[src/rtl/gshare_pht_ctrl_if.sv]
// gshare_pht_ctrl_if: PHT RAM bus between the gshare controller and the
// 2-read/1-write pattern history table.
//   master : controller side (drives addresses and the write port)
//   slave  : RAM side (returns asynchronous read data)
interface gshare_pht_ctrl_if #(
    parameter int ADDR_WIDTH = 5,
    parameter int DATA_WIDTH = 32
);

    logic [ADDR_WIDTH-1:0] pht_raddr0;
    logic [ADDR_WIDTH-1:0] pht_raddr1;
    logic [DATA_WIDTH-1:0] pht_rdata0;
    logic [DATA_WIDTH-1:0] pht_rdata1;
    logic                  pht_we;
    logic [ADDR_WIDTH-1:0] pht_waddr;
    logic [DATA_WIDTH-1:0] pht_wdata;

    modport master (
        output pht_raddr0,
        output pht_raddr1,
        input  pht_rdata0,
        input  pht_rdata1,
        output pht_we,
        output pht_waddr,
        output pht_wdata
    );

    modport slave (
        input  pht_raddr0,
        input  pht_raddr1,
        output pht_rdata0,
        output pht_rdata1,
        input  pht_we,
        input  pht_waddr,
        input  pht_wdata
    );

endinterface

[src/rtl/gshare_pht_ctrl.sv]
// gshare_pht_ctrl: gshare branch-predictor controller.
//   - Port 0 of the PHT serves fetch-time prediction (combinational).
//   - Port 1 serves execute-time read-modify-write of the saturating counters,
//     written back one cycle later through a registered write stage.
//   - Owns the speculative GHR and its recovery on mispredict.
// Optional feature macro: BP_UPDATE_BYPASS_EN
//   defined   : reads that hit the pending write-stage entry take its data,
//               so back-to-back same-index updates are exact.
//   undefined : reads see RAM contents only (a lost update is tolerated).
module gshare_pht_ctrl #(
    parameter int ADDR_WIDTH = 5,
    parameter int DATA_WIDTH = 32,
    parameter int GHR_WIDTH  = 5,
    parameter int CTR_WIDTH  = 2
) (
    input  logic                 clk,
    input  logic                 reset_n,

    input  logic                 fetch_valid,
    input  logic [31:0]          fetch_pc,
    output logic                 pred_taken,
    output logic [GHR_WIDTH-1:0] pred_ghr,

    input  logic                 res_valid,
    input  logic [31:0]          res_pc,
    input  logic [GHR_WIDTH-1:0] res_ghr,
    input  logic                 res_taken,
    input  logic                 res_mispredict,

    gshare_pht_ctrl_if.master    pht
);

    // ------------------------------------------------------------------
    // State
    // ------------------------------------------------------------------
    logic [GHR_WIDTH-1:0]  ghr;
    logic [GHR_WIDTH-1:0]  ghr_next;

    logic                  upd_valid;
    logic [ADDR_WIDTH-1:0] upd_addr;
    logic [DATA_WIDTH-1:0] upd_data;

    // ------------------------------------------------------------------
    // Datapath signals
    // ------------------------------------------------------------------
    logic [ADDR_WIDTH-1:0] fetch_pc_idx;
    logic [ADDR_WIDTH-1:0] res_pc_idx;
    logic [ADDR_WIDTH-1:0] fetch_idx;
    logic [ADDR_WIDTH-1:0] res_idx;
    logic [CTR_WIDTH-1:0]  ctr0;
    logic [CTR_WIDTH-1:0]  ctr1;
    logic [CTR_WIDTH-1:0]  ctr_next;
    logic [DATA_WIDTH-1:0] upd_data_next;

    // Only the word-index bits of the PCs and the counter bits of the RAM
    // words take part in prediction; the rest are sunk here.
    logic unused_bits;
    assign unused_bits = ^{1'b0,
                           fetch_pc[31:ADDR_WIDTH+2], fetch_pc[1:0],
                           res_pc[31:ADDR_WIDTH+2],   res_pc[1:0],
                           pht.pht_rdata0[DATA_WIDTH-1:CTR_WIDTH],
                           pht.pht_rdata1[DATA_WIDTH-1:CTR_WIDTH]};

    assign fetch_pc_idx = fetch_pc[ADDR_WIDTH+1:2];
    assign res_pc_idx   = res_pc[ADDR_WIDTH+1:2];

    // gshare index: PC word index XOR zero-extended history
    function automatic logic [ADDR_WIDTH-1:0] pht_idx(
        input logic [ADDR_WIDTH-1:0] pc_idx,
        input logic [GHR_WIDTH-1:0]  g
    );
        logic [ADDR_WIDTH-1:0] g_ext;
        g_ext                = '0;
        g_ext[GHR_WIDTH-1:0] = g;
        return pc_idx ^ g_ext;
    endfunction

    // ------------------------------------------------------------------
    // Fetch-side lookup
    // ------------------------------------------------------------------

    // Read port 0 address: parked at 0 when no lookup is requested
    always_comb begin
        fetch_idx = '0;
        if (fetch_valid) begin
            fetch_idx = pht_idx(fetch_pc_idx, ghr);
        end
    end

    // Fetch counter select, optionally forwarded from the write stage
    always_comb begin
        ctr0 = pht.pht_rdata0[CTR_WIDTH-1:0];
`ifdef BP_UPDATE_BYPASS_EN
        if (upd_valid && (fetch_idx == upd_addr)) begin
            ctr0 = upd_data[CTR_WIDTH-1:0];
        end
`endif
    end

    assign pred_taken     = fetch_valid & ctr0[CTR_WIDTH-1];
    assign pred_ghr       = ghr;
    assign pht.pht_raddr0 = fetch_idx;

    // ------------------------------------------------------------------
    // Resolve-side read-modify-write
    // ------------------------------------------------------------------

    // Read port 1 address: parked at 0 when nothing resolves
    always_comb begin
        res_idx = '0;
        if (res_valid) begin
            res_idx = pht_idx(res_pc_idx, res_ghr);
        end
    end

    assign pht.pht_raddr1 = res_idx;

    // Resolve counter select, optionally forwarded from the write stage
    always_comb begin
        ctr1 = pht.pht_rdata1[CTR_WIDTH-1:0];
`ifdef BP_UPDATE_BYPASS_EN
        if (res_valid && upd_valid && (res_idx == upd_addr)) begin
            ctr1 = upd_data[CTR_WIDTH-1:0];
        end
`endif
    end

    // Saturating increment/decrement of the resolved counter
    always_comb begin
        ctr_next = ctr1;
        if (res_taken) begin
            if (ctr1 != '1) begin
                ctr_next = ctr1 + 1'b1;
            end
        end else begin
            if (ctr1 != '0) begin
                ctr_next = ctr1 - 1'b1;
            end
        end
        upd_data_next                = '0;
        upd_data_next[CTR_WIDTH-1:0] = ctr_next;
    end

    // ------------------------------------------------------------------
    // Global history register
    // ------------------------------------------------------------------

    // Next GHR: mispredict recovery wins over the speculative fetch shift
    always_comb begin
        ghr_next = ghr;
        if (res_valid && res_mispredict) begin
            ghr_next = {res_ghr[GHR_WIDTH-2:0], res_taken};
        end else if (fetch_valid) begin
            ghr_next = {ghr[GHR_WIDTH-2:0], pred_taken};
        end
    end

    // GHR register
    always_ff @(posedge clk) begin
        if (!reset_n) begin
            ghr <= '0;
        end else begin
            ghr <= ghr_next;
        end
    end

    // ------------------------------------------------------------------
    // Registered write stage
    // ------------------------------------------------------------------

    // Capture one counter update per resolved branch
    always_ff @(posedge clk) begin
        if (!reset_n) begin
            upd_valid <= 1'b0;
            upd_addr  <= '0;
            upd_data  <= '0;
        end else if (res_valid) begin
            upd_valid <= 1'b1;
            upd_addr  <= res_idx;
            upd_data  <= upd_data_next;
        end else begin
            upd_valid <= 1'b0;
        end
    end

    // Write enable is also masked by reset_n so that an update captured on
    // the edge before reset asserts never reaches the RAM.
    assign pht.pht_we    = upd_valid & reset_n;
    assign pht.pht_waddr = upd_addr;
    assign pht.pht_wdata = upd_data;

endmodule
[src/flat_wrapper.sv]
// flat-port wrapper written by rule: the top's interface ports become plain ports
module gshare_pht_ctrl_flat 
#(
    parameter int ADDR_WIDTH = 5,
    parameter int DATA_WIDTH = 32,
    parameter int GHR_WIDTH  = 5,
    parameter int CTR_WIDTH  = 2
)
  (clk, reset_n, fetch_valid, fetch_pc, pred_taken, pred_ghr, res_valid, res_pc, res_ghr, res_taken, res_mispredict, pht_pht_raddr0, pht_pht_raddr1, pht_pht_rdata0, pht_pht_rdata1, pht_pht_we, pht_pht_waddr, pht_pht_wdata);
  gshare_pht_ctrl_if #(.ADDR_WIDTH(ADDR_WIDTH), .DATA_WIDTH(DATA_WIDTH)) pht_i ();
  input  logic clk;
  input  logic reset_n;
  input  logic fetch_valid;
  input  logic [31:0] fetch_pc;
  output logic pred_taken;
  output logic [GHR_WIDTH-1:0] pred_ghr;
  input  logic res_valid;
  input  logic [31:0] res_pc;
  input  logic [GHR_WIDTH-1:0] res_ghr;
  input  logic res_taken;
  input  logic res_mispredict;
  output wire logic [$bits(pht_i.pht_raddr0)-1:0] pht_pht_raddr0;
  output wire logic [$bits(pht_i.pht_raddr1)-1:0] pht_pht_raddr1;
  input wire logic [$bits(pht_i.pht_rdata0)-1:0] pht_pht_rdata0;
  input wire logic [$bits(pht_i.pht_rdata1)-1:0] pht_pht_rdata1;
  output wire logic [$bits(pht_i.pht_we)-1:0] pht_pht_we;
  output wire logic [$bits(pht_i.pht_waddr)-1:0] pht_pht_waddr;
  output wire logic [$bits(pht_i.pht_wdata)-1:0] pht_pht_wdata;
  assign pht_pht_raddr0 = pht_i.pht_raddr0;
  assign pht_pht_raddr1 = pht_i.pht_raddr1;
  assign pht_i.pht_rdata0 = pht_pht_rdata0;
  assign pht_i.pht_rdata1 = pht_pht_rdata1;
  assign pht_pht_we = pht_i.pht_we;
  assign pht_pht_waddr = pht_i.pht_waddr;
  assign pht_pht_wdata = pht_i.pht_wdata;
  gshare_pht_ctrl #(.ADDR_WIDTH(ADDR_WIDTH), .DATA_WIDTH(DATA_WIDTH), .GHR_WIDTH(GHR_WIDTH), .CTR_WIDTH(CTR_WIDTH)) u_core (.clk(clk), .reset_n(reset_n), .fetch_valid(fetch_valid), .fetch_pc(fetch_pc), .pred_taken(pred_taken), .pred_ghr(pred_ghr), .res_valid(res_valid), .res_pc(res_pc), .res_ghr(res_ghr), .res_taken(res_taken), .res_mispredict(res_mispredict), .pht(pht_i));
endmodule
[config.mk]
export PLATFORM = sky130hd
export DESIGN_NAME = gshare_pht_ctrl_flat
export DESIGN_NICKNAME = d
export VERILOG_FILES = /design/src/rtl/gshare_pht_ctrl_if.sv /design/src/rtl/gshare_pht_ctrl.sv /design/src/flat_wrapper.sv
export SDC_FILE = /design/constraint.sdc
export NUM_CORES = 1
export LEC_CHECK = 0
export CORE_ASPECT_RATIO = 1.4
export CORE_MARGIN = 10
export CORE_UTILIZATION = 20
export DETAILED_ROUTE_END_ITERATION = 16
export GPL_TIMING_DRIVEN = 1
export PLACE_DENSITY = 0.91
export SETUP_SLACK_MARGIN = 0.02
export SLEW_MARGIN = 25
export SYNTH_ARGS = -nofsm -noshare
export SYNTH_HDL_FRONTEND = slang
export SYNTH_SLANG_ARGS = --single-unit
[constraint.sdc]
create_clock -name clk -period 1.27 [get_ports clk]
set_input_delay 0.254 -clock clk [delete_from_list [all_inputs] [get_ports clk]]
set_output_delay 0.254 -clock clk [all_outputs]
set_load 0.01 [all_outputs]
==> results.toml, run 1 <==
[clocking]
clock_latency_ps = 240
cts.clk_slew.worst_paths_ps = 50
cts_buffers = 3
root_buffer = "clkbuf_8"
h-tree-depth = 1
tritoncts = "yes"
cts_buffer_depth = 2
cts_sinks = 13

[timing]
period_share_pct = 96.9
final.setup_skew_ps = 0.465
fmax_ghz = 0.812
min_period_ps = 1230
rsz0062_at_grt = "yes"
finalHoldViolCount = 0
slew_viol_final = 0
setup_viol = 0

[worst_setup_path]
path_depth = 3
slowest_stage = "dfxtp_2"
cp.arrival_ps = 980
r2r_slack_ps = 450
reg2reg_depth = 3
crit_path_cell_trace = "xor2_1 > and2_4 > buf_6"
crit_path_max_incr_delay_ps = 320
crit_path_end_kind = "output pin"
crit_type = "reg -> out"
cp_num_buf_inv = 1
crit_end = "pht_pht_raddr0[3]"
crit_fanout = 2
crit_start = "u_core.pred_ghr[3]"
path_delay_family = "flip-flops"
startpoint_type = "flip-flop"
worstReg2RegStart = "u_core.pred_ghr[3]"
worstPathRequired_ps = 1020
reg2reg_to = "u_core.pred_ghr[4]"

[floorplan]
die_y_um = 100
rows = 29
coreArea_mm2 = 0.00446
io_pins = 193
die_w_um = 77.2
initial_core_util_pct = 20.5
die_area_mm2 = 0.00772

[grt]
grt_first_pass_wirelength_um = 4220
grt_pass1_vias = 982
grt-ovfl-total = 0
antenna_found_initial = 0
grtUsageTotal_pct = 6.66
grt_start_max_net_pins = 11

[worst_hold_path]
hp-start = "res_pc[3]"
hp-class = "in -> reg"

[final_layout]
final_nets = 310
regArea_um2 = 267
drive_above_1_share_pct = 28.8
fill_cells = 468
multi_input_area_um2 = 549
insertedDiodeCount = 0
final_cells = 232
synthToLayoutAreaGrowth_pct = 65.7

[power_and_ir_drop]
p_seq_share_pct = 36.3
peakVddDrop_uv = 571
sw_frac_of_total_pct = 28.5
clkPwrFrac_pct = 28.6
p_sw_uw = 359
pwr_density_cell_mw_per_mm2 = 833
p_leak_nw = 0.806
p_int_uw = 902
combPwrFrac_pct = 35.1
power_mw = 1.26

[detailed_routing]
routedWlPerCell_um = 11.7
firstDrtPassIters = 2
ant_nets = 0
vias_per_cell = 3.64
routed_wl_um = 2720
vias = 844
drt-initial-drc-count = 8
drc = 0

[synth]
synth_warnings = 0
ys_types = 20
avgSynthCellArea_um2 = 8.79
ys_top_cells_by_area = "dfxtp_1, buf_4, mux2i_1"
syn-cell-area_um2 = 915
synth_edf_count = 0
synth_top_area_share_pct = 28.5
yosys-top-cells-count = "buf_4, dfxtp_1, and2_2"
yosysSeqAreaShare_pct = 28.5
synth-async-reset-ratio_pct = 0
syn_inst = 104
synth_ff_type = "dfxtp_1"
synth_top_cell_by_area = "dfxtp_1"
yosysMostFrequentCell = "buf_4"
synth_seq_cells = 13

[placement]
gp_congestion = 0.676
dp_cells = 223
dpl.hpwl_um = 2400
port_buffers = 47

[status]
status = "completed"

[job]
drv_cap = 0
## worst register-to-register path: cells and delay by family (launching register included)
| kind | cells | cell delay [ps] |
|---|---|---|
| buf+inv | 1 | 110 |
| flops | 1 | 330 |
| compound gates | 1 | 220 |
| mux | 1 | 70 |
## cells in the final DEF, fill, tap and decap left out, drive strengths merged
cell type | synthesis | routed
clkdlybuf4s50 | 0 | 5
conb | 1 | 30
a211oi | 5 | 5
o21ai | 8 | 8
and2 | 8 | 8
xor2 | 5 | 5
nor2b | 5 | 5
dlygate4sd2 | 0 | 23
and3b | 5 | 5
mux2i | 5 | 5
o21bai | 1 | 1
xnor2 | 5 | 5
a31oi | 2 | 2
buf | 33 | 31
inv | 1 | 1
dfxtp | 13 | 13
nand2 | 2 | 2
dlymetal6s2s | 0 | 3
a21oi | 5 | 5
clkdlybuf4s15 | 0 | 4
clkbuf | 0 | 4
## registers in the layout (all words and copies together), names as in the netlist
signal / flops
u_core.pht.pht_waddr: 5
u_core.pred_ghr: 5
u_core.upd_valid: 1
u_core.pht.pht_wdata: 2
## area by class of cell
type | count | area share [%]
repair buffers | 66 | 37.8
multi-input cells | 86 | 36.3
flip-flops and latches | 13 | 17.6
well taps | 62 | 5.12
clock buffers | 4 | 2.97
inverters | 1 | 0.248
## logic make-up after synthesis
group | share of synthesized area [%]
buffers and inverters | 27.4
flip-flops | 28.5
AND/OR/NAND/NOR | 15.3
XOR/XNOR | 9.58
multiplexers | 5.47
other | 0.410
AO/OA/AOI/OAI | 13.4
## layer usage
metal | GRT usage, % | vias to the layer above | share of wire, %
met5 | 0 | - | 0
met4 | 2.54 | 0 | 1.0
met3 | 5.46 | 4 | 18
met2 | 9.35 | 70 | 37
met1 | 7.23 | 349 | 44
li1 | - | 421 | -
## power by group through the flow
| stage | Clock (mW) | Sequential [mW] | Combinational (mW) |
|---|---|---|---|
| floorplan | 0 | 0.482 | 0.233 |
| global placement | 0 | 0.464 | 0.435 |
| detailed placement | 0 | 0.465 | 0.442 |
| CTS | 0.389 | 0.458 | 0.433 |
| global route | 0.409 | 0.461 | 0.484 |
| finish | 0.361 | 0.458 | 0.442 |
## worst min-delay path by stage
stage               cells past startpoint  slack (ps)                 endpoint
floorplan                               1         380         u_core.upd_valid
global placement                        2         490  u_core.pht.pht_wdata[1]
detailed placement                      2         500  u_core.pht.pht_waddr[4]
CTS                                     3         460  u_core.pht.pht_waddr[2]
global route                            3         390  u_core.pht.pht_waddr[1]
finish                                  3         390  u_core.pht.pht_waddr[1]
## metrics by stage
step                setup WS [ps]  utilization (%)  TNS [ps]  cell area (um^2)  hold slack [ps]
global route                -17.7             34.0     -25.2              1520              394
global placement             -561             32.0     -7090              1430              490
detailed placement           -568             32.0     -7500              1430              500
CTS                         -91.7             33.2     -91.7              1480              460
finish                       39.1             34.0         0              1520              388
floorplan                     309                -         0              1020              381
## timing repair
action	4_1_cts	5_1_grt
gates cloned	0	0
endpoints found under the hold margin	0	0
pin swaps	7	6
hold buffers	0	0
resized for setup	93	10
setup endpoints to repair	24	13
setup buffers	5	0
Power figures use the tool's default switching activity.
==> run 2, diff against run 1 <==
--- a/config.mk
+++ b/config.mk
@@ -7,10 +7,11 @@
 export LEC_CHECK = 0
 export CORE_ASPECT_RATIO = 1.4
 export CORE_MARGIN = 10
-export CORE_UTILIZATION = 20
+export CORE_UTILIZATION = 30
 export DETAILED_ROUTE_END_ITERATION = 16
+export DONT_BUFFER_PORTS = 1
 export GPL_TIMING_DRIVEN = 1
-export PLACE_DENSITY = 0.91
+export PLACE_DENSITY = 0.48
 export SETUP_SLACK_MARGIN = 0.02
 export SLEW_MARGIN = 25
 export SYNTH_ARGS = -nofsm -noshare
==> constraint.sdc (replaced) <==
create_clock -name clk -period 1.27 [get_ports clk]
set_input_delay 0.1905 -clock clk [delete_from_list [all_inputs] [get_ports clk]]
set_output_delay 0.1905 -clock clk [all_outputs]
set_load 0.01 [all_outputs]
==> run 2 against run 1 <==
Sequential cell count is the same. Clock power fell by 1%. First-iteration DRC count decreased by 38%. Critical path type unchanged. Critical endpoint is now pht_pht_raddr0[0]. Largest cell class is now multi-input combinational cells. Highest routed layer unchanged.
==> results.toml, run 2 (synthesis gave the netlist of run 1 again) <==
[final_layout]
fill_cells = 308
drive_above_1_share_pct = 13.5
insertedDiodeCount = 0
final_nets = 244
design_area_um2 = 875
synthToLayoutAreaGrowth_pct = -4.38
most-common-layout-cells = "conb_1, dfxtp_1, and2_2"
final_cells = 141
final_common_cell = "conb_1"

[grt]
grt_first_pass_wirelength_um = 3270
grt_start_max_net_pins = 27
antenna_found_initial = 0
grt-ovfl-total = 0
grt_pass1_vias = 693
grtUsageTotal_pct = 7.31

[detailed_routing]
met3_length_um = 549
routedWlPerCell_um = 15.8
drc = 0
met1_length_um = 761
routed-wl-met2_um = 897
routed.top_layer = "met4"
vias = 618
drt-initial-drc-count = 5
ant_nets = 0
routed_wl_um = 2230
firstDrtPassIters = 4
vias_per_cell = 4.38

[worst_setup_path]
slowest_stage = "dfxtp_2"
cp_num_buf_inv = 0
crit_type = "reg -> out"
worstPathRequired_ps = 1080
path_delay_family = "flip-flops"
startpoint_type = "flip-flop"
cp.arrival_ps = 960
crit_path_max_incr_delay_ps = 350
crit_path_cell_trace = "xor2_1 > and2_2"
crit_path_end_kind = "output pin"
crit_fanout = 4

[timing]
final.setup_skew_ps = 5.36
setup_viol = 0
fmax_ghz = 0.870
min_period_ps = 1150
period_share_pct = 90.5
fin_tns_setup_ps = 0
finalHoldViolCount = 0
rsz0062_at_grt = "no"
holdWs_ps = 34.8
slew_viol_final = 0

[placement]
place_area_um2 = 823
dp_cells = 137
port_buffers = 0
gp_congestion = 0.668
dpl.hpwl_um = 1910

[floorplan]
die_y_um = 85.3
initial_core_util_pct = 31.5
die_area_mm2 = 0.00569
die_w_um = 66.7
coreArea_mm2 = 0.00291
io_pins = 193
rows = 23

[power_and_ir_drop]
peakVddDrop_uv = 355
pwr_density_cell_mw_per_mm2 = 1160
p_leak_nw = 0.407

[job]
drv_cap = 0

[clocking]
post-cts-setup-buffers = 0
root_buffer = "clkbuf_8"
cts_sinks = 13
tritoncts = "yes"
h-tree-depth = 1
cts_buffer_depth = 2
cts.clk_slew.worst_paths_ps = 60
cts_buffers = 3
clock_latency_ps = 240

[status]
status = "completed"

[worst_hold_path]
hp-class = "in -> reg"
-- run 2: cell count changes in the layout (fill, tap and decap cells not counted), moves of 5 or more --
cell             change
and2_4               -5
buf_6                -7
buf_2                -6
clkdlybuf4s50_1      -5
dlygate4sd2_1       -23
and2_2               +5
buf_4               -18
-- run 2: worst register-to-register path: stages (launching register included) --
cell	delay [ps]
dfxtp_2	390
mux2i_1	100
a211oi_1	220
-- run 2: final cells by class --
type                    count  area, um^2  area share, %
inverters                   1        3.75          0.429
flip-flops and latches     13         267           30.5
well taps                  37        46.3           5.29
clock buffers               4        45.0           5.15
multi-input cells          86         513           58.7
-- run 2: timing repair --
action,CTS,global route
resized for setup,0,5
hold buffers,0,0
endpoints found under the setup margin,0,5
-- run 2: per-layer routing --
layer	vias up	track usage, %
met5	-	0
met4	0	4.02
met3	2	6.58
met2	63	10.7
met1	268	6.62
li1	285	-
-- run 2: metrics by stage --
stage | setup WS [ps] | util [%] | total power [mW]
floorplan | 372 | - | 0.715
global placement | 317 | 28.3 | 0.654
detailed placement | 315 | 28.3 | 0.659
CTS | 50.3 | 29.9 | 1.02
global route | 55.7 | 30.1 | 1.09
finish | 121 | 30.1 | 1.01
-- run 2: worst paths after layout --
check	startpoint	to	slack [ps]	cells past startpoint
max reg2reg	u_core.pred_ghr[0]	u_core.pred_ghr[0]	470	2
min reg2reg	u_core.pht.pht_wdata[0]	u_core.pht.pht_wdata[0]	550	2
max	u_core.pred_ghr[0]	pht_pht_raddr0[0]	120	2
min	res_valid	u_core.pht.pht_waddr[1]	30	1
-- run 2: power breakdown --
part	total, mW	internal, mW	leakage, nW	switching, mW
clock	0.356	0.221	0.0228	0.136
combinational	0.171	0.0663	0.274	0.105
sequential	0.484	0.443	0.110	0.0415
total	1.01	0.730	0.407	0.282
==> RTL edit 1: new RTL, config.mk and constraints of run 2 <==
Build with the macro `BP_UPDATE_BYPASS_EN` defined.
--- a/src/rtl/gshare_pht_ctrl.sv
+++ b/src/rtl/gshare_pht_ctrl.sv
@@ -7,6 +7,8 @@
 //   defined   : reads that hit the pending write-stage entry take its data,
 //               so back-to-back same-index updates are exact.
 //   undefined : reads see RAM contents only (a lost update is tolerated).
+`define BP_UPDATE_BYPASS_EN
+
 module gshare_pht_ctrl #(
     parameter int ADDR_WIDTH = 5,
     parameter int DATA_WIDTH = 32,
Behaviour: not the same (Yosys sat finds a counterexample within 4 cycles, from zero or initial values and one cycle with reset_n low).
==> RTL edit 1 against run 2 <==
The flow now finishes with violations (setup timing); global-route usage increased by 2.6 points; sequential cell count unchanged; utilization increased by 9.2 points; cell area increased by 64%; wire length increased by 55%; setup slack got worse by 710 ps; die area increased by 18%; area after synthesis increased by 24%; largest cell class unchanged.
Power is not compared: it rests on default switching activity, and its combinational part moved more than twofold at a synthesized area within 25%.
==> RTL edit 1: results (changes against run 2) <==
[status]
run_status=finished, violations left  ; was finished clean
violations=setup timing

[synth]
synth.area.top_cells=dfxtp_1, buf_4, xor2_1, mux2i_1, nand2_1  ; was dfxtp_1, buf_4, mux2i_1, and2_2, and3b_1
synth_commonest_cells=buf_4, dfxtp_1, xor2_1, nand2_1, nor2_1  ; was buf_4, dfxtp_1, and2_2
ys_seq_area_share_pct=22.86  ; was 28.45%
synth.distinct_cells=36  ; was 20
synth_top_flop_cell=dfxtp_1  ; unchanged

[grt]
grt_usage_pct=9.902  ; was 7.306%
grt_util_met1_pct=8.784  ; was 6.622%
grt_pass1_vias=1063  ; was 693
met2_usage_pct=16.08  ; was 10.73%
grt_pass1_wl_mm=5.292  ; was 3.270 mm
grt_use_met3_pct=8.120  ; was 6.579%
grt_max_degree=19  ; was 27

[routing]
drt_pre_antenna_iters=3  ; was 4
met3_length_um=606  ; was 549 um
vias_per_cell=4.731  ; was 4.383
wl_met1_mm=1.212  ; was 761 um
drt_iter0_markers=8  ; was 5
drt_wl_total_mm=3.448  ; was 2.230 mm
dr_wl_met2_mm=1.587  ; was 897 um
dr.max_layer_used=met4  ; unchanged

[placement]
hpwl_mm=2.885  ; was 1.910 mm
globalplace.congestion=0.7282  ; was 0.6682
place_area_mm2=0.001292  ; was 823.3 um2

[hold_path]
holdCritPathClass=primary input to register  ; unchanged

[timing]
skew_ps=0.5268  ; was 5.355 ps
setup_viol=4  ; was 0
setup_ws_ps=-587.0  ; was 120.6 ps

[critical_path]
arrival_ps=1670  ; was 960 ps
cp_max_fo=3  ; was 4
crit_family=simple AND/OR/NAND/NOR gates  ; was flip-flops
cp_slowest_cell=dfxtp_4  ; was dfxtp_2

[layout]
drive_above_1_share_pct=35.54  ; was 13.46%
nets=306  ; was 244

RTL edit 1: final cells by class:
cell class	instances	area, um2
inverter	6	22.52
tap	42	52.55
multi-input combinational	117	837.1
fill	407	2211
timing repair buffer	26	198.9
clock buffer	4	45.04
sequential	13	276.5
RTL edit 1: final timing paths:
kind	cells past startpoint	startpoint	endpoint	slack, ps
max	6	u_core.pred_ghr[0]	pred_taken	-590
min	1	res_valid	u_core.pht.pht_waddr[0]	30
max reg2reg	6	u_core.pred_ghr[0]	u_core.pred_ghr[0]	-280
min reg2reg	2	u_core.pht.pht_waddr[0]	u_core.pht.pht_waddr[0]	550
RTL edit 1: cell families after synthesis:
kind of cell | count (synthesis) | synth area share, %
buffers and inverters | 40 | 23.30
DFF | 13 | 22.86
other | 1 | 0.3294
xor gates and xnor gates | 16 | 12.97
and+or+nand+nor | 41 | 19.56
AOI/OAI and AO/OA | 24 | 15.72
muxes | 6 | 5.275
RTL edit 1: metrics by stage:
step,setup TNS (ps),hold WS [ps],utilization [%],instances,setup slack (ps)
5_1_grt,-1708,21.58,39.32,208,-689.9
3_3_place_gp,-1123,288.8,35.47,204,-331.6
4_1_cts,-1353,23.99,39.22,208,-603.8
2_1_floorplan,-742.4,322.0,-,170,-286.6
6_report,-1343,30.62,39.32,208,-587.0
3_5_place_dp,-1285,293.6,35.47,204,-356.4
RTL edit 1: power breakdown:
group / switching, mW / internal (mW)
sequential: 0.0357 / 0.440
combinational: 0.239 / 0.200
clock: 0.158 / 0.222
RTL edit 1: timing repair:
item                                    4_1_cts  5_1_grt
pin swaps                                    10        5
gates resized for setup                      14        1
endpoints found under the setup margin        4        4
setup buffers                                 1        0
==> RTL edit 2: new RTL, config.mk and constraints of run 2 <==
Made on the original files. Register the output `pred_taken`, cleared by the reset; this adds one clock of latency there. The other outputs are not delayed to match.
--- a/src/rtl/gshare_pht_ctrl.sv
+++ b/src/rtl/gshare_pht_ctrl.sv
@@ -30,6 +30,8 @@
     gshare_pht_ctrl_if.master    pht
 );
 
+    logic pred_taken_d;
+
     // ------------------------------------------------------------------
     // State
     // ------------------------------------------------------------------
@@ -97,7 +99,7 @@
 `endif
     end
 
-    assign pred_taken     = fetch_valid & ctr0[CTR_WIDTH-1];
+    assign pred_taken_d   = fetch_valid & ctr0[CTR_WIDTH-1];
     assign pred_ghr       = ghr;
     assign pht.pht_raddr0 = fetch_idx;
 
@@ -151,7 +153,7 @@
         if (res_valid && res_mispredict) begin
             ghr_next = {res_ghr[GHR_WIDTH-2:0], res_taken};
         end else if (fetch_valid) begin
-            ghr_next = {ghr[GHR_WIDTH-2:0], pred_taken};
+            ghr_next = {ghr[GHR_WIDTH-2:0], pred_taken_d};
         end
     end
 
@@ -189,4 +191,12 @@
     assign pht.pht_waddr = upd_addr;
     assign pht.pht_wdata = upd_data;
 
+    always_ff @(posedge clk) begin
+        if (!reset_n) begin
+            pred_taken <= '0;
+        end else begin
+            pred_taken <= pred_taken_d;
+        end
+    end
+
 endmodule
Behaviour: not the same (Yosys sat finds a counterexample within 4 cycles, from zero or initial values and one cycle with reset_n low).
==> RTL edit 2 against run 2 <==
Area after synthesis rose by 2.6%; wire length grew 4.7%; setup slack worse by 29 ps; sequential cell count up 1; sequential power up 6.8%; total power grew 2.5%; register-to-register slack worse by 50 ps; cell area is 2.0% higher; critical path type unchanged; highest routed layer unchanged.
==> RTL edit 2: results (changes against run 2) <==
[status]
run_status=finished clean  ; unchanged

[critical_path]
arrival_ps=990  ; was 960 ps
slowest_delay_ps=420  ; was 350 ps
r2r_start=u_core.pred_ghr[4]  ; was u_core.pred_ghr[0]

[synth]
synth-adder-area-share_pct=0  ; unchanged
syn_area_per_cell_um2=8.853  ; was 8.794 um2
ys_seq_area_share_pct=29.87  ; was 28.45%
synth.area.mux_share_pct=5.333  ; was 5.472%
synth.distinct_cells=22  ; was 20
synth.area.top_cells=dfxtp_1, buf_4, mux2i_1, and3b_1, xnor2_1  ; was dfxtp_1, buf_4, mux2i_1, and2_2, and3b_1
synth-compound-area-share_pct=13.07  ; was 13.41%

[placement]
globalplace.congestion=0.7080  ; was 0.6682
post-place-ws_ps=299.6  ; was 314.9 ps
hpwl_mm=1.978  ; was 1.910 mm

[power_and_ir_drop]
p_sw_uw=287.3  ; was 282.2 uW
finalPower_mw=1.037  ; was 1.012 mW
power_frac_seq_pct=49.9  ; was 47.9%

[routing]
drt_wl_total_mm=2.335  ; was 2.230 mm

[layout]
fin_cells=143  ; was 141
nets=245  ; was 244
drive_above_1_share_pct=12.50  ; was 13.46%

[grt]
overflow=0  ; unchanged
grt_pass1_vias=649  ; was 693
grt_pass1_wl_mm=3.243  ; was 3.270 mm
grt_usage_pct=7.309  ; was 7.306%

[timing]
skew_ps=0.5151  ; was 5.355 ps

[RTL edit 2: cell count changes in the layout (fill, tap and decap cells not counted)]
| cell | delta |
|---|---|
| and2_2 | -1 |
| and3_2 | +1 |
| clkbuf_1 | -1 |
| dfxtp_1 | +2 |
| dfxtp_2 | -1 |
[RTL edit 2: routing by layer]
metal | vias up | track usage [%] | routed length (um)
met5 | - | 0 | 0
met4 | 0 | 4.307 | 30
met3 | 2 | 6.072 | 505
met2 | 57 | 10.12 | 981
met1 | 251 | 7.361 | 818
li1 | 290 | - | -
[RTL edit 2: final cells by class]
cell class	count	area [um2]
fill	336	2171
multi-input combinational	86	513.0
sequential	14	285.3
tap	39	48.80
clock buffer	3	41.29
inverter	1	3.754
[RTL edit 2: path summary, 6_finish.rpt]
| kind | slack (ps) | to |
|---|---|---|
| min reg2reg | 550 | u_core.pht.pht_waddr[4] |
| max | 90 | pht_pht_raddr0[4] |
| max reg2reg | 420 | u_core.pred_ghr[4] |
| min | 40 | u_core.pht.pht_waddr[1] |
